[config.mk]
export PLATFORM = sky130hd
export DESIGN_NAME = ha_array_accumulator
export DESIGN_NICKNAME = d
export VERILOG_FILES = /design/src/rtl/ha_array_accumulator.sv
export SDC_FILE = /design/constraint.sdc
export NUM_CORES = 1
export LEC_CHECK = 0
export ABC_AREA = 1
export CELL_PAD_IN_SITES_DETAIL_PLACEMENT = 0
export CELL_PAD_IN_SITES_GLOBAL_PLACEMENT = 1
export CORE_ASPECT_RATIO = 0.7
export CORE_UTILIZATION = 35
export DETAILED_ROUTE_END_ITERATION = 6
export PLACE_DENSITY = 0.69
export SYNTH_ARGS = -nofsm -noshare
export SYNTH_HDL_FRONTEND = slang
export SYNTH_SLANG_ARGS = --single-unit
[constraint.sdc]
create_clock -name clk -period 5.76 [get_ports clk]
set_input_delay 1.152 -clock clk [delete_from_list [all_inputs] [get_ports clk]]
set_output_delay 1.152 -clock clk [all_outputs]
set_load 0.005 [all_outputs]
[src/rtl/ha_array_accumulator.sv]
// Sequential reducer for four half-adder partial-product rows: one weighted row
// per cycle is folded into a wide accumulator, then held for a ready/valid consumer.
module ha_array_accumulator #(
    parameter int OUT_W = 16
) (
    input  logic             clk,
    input  logic             rst_n,
    input  logic [6:0]       ha_array_0_b,
    input  logic [6:0]       ha_array_1_b,
    input  logic [6:0]       ha_array_2_b,
    input  logic [6:0]       ha_array_3_b,
    input  logic [8:0]       ha_array_0_t,
    input  logic [8:0]       ha_array_1_t,
    input  logic [8:0]       ha_array_2_t,
    input  logic [8:0]       ha_array_3_t,
    input  logic             in_valid,
    output logic             in_ready,
    output logic [OUT_W-1:0] product,
    output logic             overflow,
    output logic             out_valid,
    input  logic             out_ready
);

    localparam int ACC_W = OUT_W + 2;

    localparam logic [1:0] ST_IDLE = 2'd0;
    localparam logic [1:0] ST_ACC  = 2'd1;
    localparam logic [1:0] ST_DONE = 2'd2;

    logic [1:0]       state;
    logic [1:0]       row_cnt;
    logic [ACC_W-1:0] acc;
    logic [8:0]       cap_t [4];
    logic [6:0]       cap_b [4];
    logic [OUT_W-1:0] product_q;
    logic             overflow_q;

    logic [9:0]       row_val;
    logic [2:0]       row_shift;
    logic [ACC_W-1:0] row_term;
    logic [ACC_W-1:0] acc_next;

    // Row k contributes (t + 4*b) scaled by 4^k, i.e. shifted left by 2k.
    always_comb begin
        row_val   = {1'b0, cap_t[row_cnt]} + {1'b0, cap_b[row_cnt], 2'b00};
        row_shift = {row_cnt, 1'b0};
        row_term  = {{(ACC_W-10){1'b0}}, row_val} << row_shift;
        acc_next  = acc + row_term;
    end

    always_ff @(posedge clk or negedge rst_n) begin
        if (!rst_n) begin
            state      <= ST_IDLE;
            row_cnt    <= 2'd0;
            acc        <= '0;
            product_q  <= '0;
            overflow_q <= 1'b0;
            for (int i = 0; i < 4; i++) begin
                cap_t[i] <= '0;
                cap_b[i] <= '0;
            end
        end else begin
            case (state)
                ST_IDLE: begin
                    if (in_valid) begin
                        cap_t[0] <= ha_array_0_t;
                        cap_t[1] <= ha_array_1_t;
                        cap_t[2] <= ha_array_2_t;
                        cap_t[3] <= ha_array_3_t;
                        cap_b[0] <= ha_array_0_b;
                        cap_b[1] <= ha_array_1_b;
                        cap_b[2] <= ha_array_2_b;
                        cap_b[3] <= ha_array_3_b;
                        acc      <= '0;
                        row_cnt  <= 2'd0;
                        state    <= ST_ACC;
                    end
                end
                ST_ACC: begin
                    acc     <= acc_next;
                    row_cnt <= row_cnt + 2'd1;
                    // Results live in their own registers so the next capture can clear acc.
                    if (row_cnt == 2'd3) begin
                        product_q  <= acc_next[OUT_W-1:0];
                        overflow_q <= |acc_next[ACC_W-1:OUT_W];
                        state      <= ST_DONE;
                    end
                end
                ST_DONE: begin
                    if (out_ready) begin
                        state <= ST_IDLE;
                    end
                end
                default: begin
                    state <= ST_IDLE;
                end
            endcase
        end
    end

    assign in_ready  = (state == ST_IDLE);
    assign out_valid = (state == ST_DONE);
    assign product   = product_q;
    assign overflow  = overflow_q;

endmodule

==> impl_metrics.toml <==
[status]
status = "finished, final reports clean"

[route]
dr.pass1.iters = 5
vias = 5196
drt_wl_total_mm = 16.3
routed_via_density = 4.84
drc = 0
wl_per_cell_um = 15.2
ant_nets = 0
drt_iter0_drc = 282

[synthesis]
synth_ff_type = "dfrtp_1"
synth_edf_count = 0
synth.largest_area_cell = "dfrtp_1"
synthArstFlopShare_pct = 100
ys_top_cells_by_area = "dfrtp_1 45%, nand2_1 23%, ha_1 5.2%"
synth.distinct_cells = 37
yosys_warnings = 0
synth_area_um2 = 5760
netlist.area_leader.share_pct = 44.7
synth.most_common_cell = "nand2_1"
synth_seq_area_share_pct = 44.7
syn_nets = 873
syn_avg_cell_area_um2 = 7.40
ys_seq_elements = 103
synth_cells = 779
synthTopCellsByCount = "346 x nand2_1, 103 x dfrtp_1, 54 x nor2_1"

[sta]
setup_tns_ps = 0
timing.clock.skew_ps = 7.88
max_slew.worst_pin.slew_ps = 707
finalCritPeriodShare_pct = 67.6
grt_setup_unrepaired = "false"
fin_crit_ps = 3890
worst_slack_ps = 1870
max_freq_mhz = 257
hold_viol = 0
setup_viol = 0
slew_headroom_pct = 52.9
drv_slew = 0

[clock_network]
clk-insertion-delay-late_ps = 350
cts_buffers = 9
cts.htree.levels = 3
path_clk_slew_ps = 80
cts_tree = "done"
cts-root-buf = "clkbuf_16"
cts_max_path_buffers = 2
post-cts-setup-buffers = 0
cts_hold_buf = 0
cts.sinks = 103
cts_resized = 0

[setup_path]
path_class = "flip-flop to flip-flop"
slowest_stage = "fa_1"
worstPathRequired_ps = 6010
max_stage_delay_ps = 430
startpoint_type = "flip-flop"
cp-end-kind = "flip-flop"
worst-path-max-fanout = 51
path_cells = "buf_4 > o21ai_0 > o22ai_1 > ha_1 > fa_1 > nand3_1 > nand3_1 > xor2_1 > o21ai_0 > nand2_1 > o21ai_1 > ha_1 > nand2_2 > inv_1 > a21oi_1 > nand2_1 > nand3_1 > nand2_1 > or2_1 > nand3_1 > nand2_1"
cp.arrival_ps = 4140

[placement]
gp_congestion = 0.887
placedCellCount = 1058
dp_hpwl_mm = 12.0
portBuffers = 86
post-place-ws_ps = 1910

[floorplan]
core_area_um2 = 15800
die_height_um = 109
chipWidth_um = 155
num_rows = 38
dieArea_um2 = 17000
start_util_pct = 36.5
io_pins = 87

[grt]
grt_pass1_vias = 5108
grt_usage_pct = 20.6
grt_max_degree = 66
antenna_found_initial = 0
grt_overflow = 0
grt_pass1_wl_mm = 26.9

[finish]
final_layout_size_suffix_gt1_share_pct = 5.39
antenna_cells = 0
synthToLayoutAreaGrowth_pct = 22.9
finalNonFillerCells = 1073
nets = 943
final_util_pct = 44.9

[job]
maxCapViolCount = 0

[worst_hold_path]
hold_class = "flip-flop to flip-flop"
-- cell families (layout without fill, tap and decap cells) --
logic type | count (synthesis) | in the layout | synth area share, %
simple gates | 464 | 464 | 32.5
xor+xnor | 11 | 11 | 1.67
mux | 1 | 1 | 0.174
buf+inv | 75 | 149 | 5.58
flops | 103 | 103 | 44.7
fa+ha+maj | 26 | 26 | 5.91
compound gates | 99 | 99 | 9.49
-- critical path: cells and delay by family, from the launching register on --
family / cells / cell delay, ps
buffers and inverters: 2 / 330
adders and majority gates: 3 / 970
DFF: 1 / 390
AOI/OAI and AO/OA: 5 / 820
and+or+nand+nor: 10 / 1090
xor gates and xnor gates: 1 / 170
-- routing by layer --
| metal | vias up | wire [µm] | global-route usage (%) |
|---|---|---|---|
| li1 | 2625 | - | - |
| met1 | 2413 | 9320 | 33.0 |
| met2 | 149 | 6070 | 28.5 |
| met3 | 9 | 848 | 3.86 |
| met4 | 0 | 108 | 3.78 |
| met5 | - | 0 | 0 |
-- cells in the final DEF, fill, tap and decap left out, types with 2 or more instances in the layout --
cell type        synthesis  final
a21oi_1                 18     18
a21oi_2                  2      2
a32o_1                   2      2
buf_4                    3      7
clkbuf_16                0      9
clkdlybuf4s50_1          0     85
clkinv_4                 0      2
dfrtp_1                103    103
fa_1                     2      2
ha_1                    24     24
inv_1                   33     33
inv_2                    9      9
inv_8                    0      2
nand2_1                346    345
nand2_2                  4      5
nand3_1                 37     37
nand3b_1                 4      4
nand4_1                  5      5
nor2_1                  54     54
nor2_2                   3      3
nor2_4                   2      2
nor3_1                   3      3
o21ai_0                 42     42
o21ai_1                 15     15
o21bai_1                 2      2
o22ai_1                 15     15
or2_1                    2      2
xnor2_1                  6      6
xor2_1                   5      5
-- layout make-up --
type                       count  area, µm²
clock inverter                 6       78.8
timing repair buffer          92        903
multi-input combinational    601       2870
tap                          220        275
sequential                   103       2580
clock buffer                   9        225
fill                        1624       8700
inverter                      42        158
-- worst paths after layout --
check | startpoint | endpoint | slack, ps | cells after the start
worst min-delay path | cap_t[14] | cap_t[14] | 480 | 2
worst max-delay path | row_cnt[0] | product[12] | 1870 | 21
max in group asynchronous | rst_n | acc[3] | 3740 | 2
min in group asynchronous | rst_n | cap_b[7] | 830 | 1
worst min register to register | cap_t[14] | cap_t[14] | 480 | 2
worst max register to register | row_cnt[0] | product[12] | 1870 | 21
-- registers in the layout (all words and copies together) (netlist names) --
| signal | cells |
|---|---|
| cap_b | 28 |
| state | 2 |
| row_cnt | 2 |
| overflow | 1 |
| product | 16 |
| acc | 18 |
| cap_t | 36 |
-- through the flow --
step	hold WS, ps	area (µm²)
final	478	7080
after global routing	497	7080
after floorplan	444	5760
after global placement	458	6780
after detailed placement	460	6780
after CTS	480	7080
Power is not shown: default switching activity piles up to over one toggle a cycle in this logic, so the estimate is an artifact.
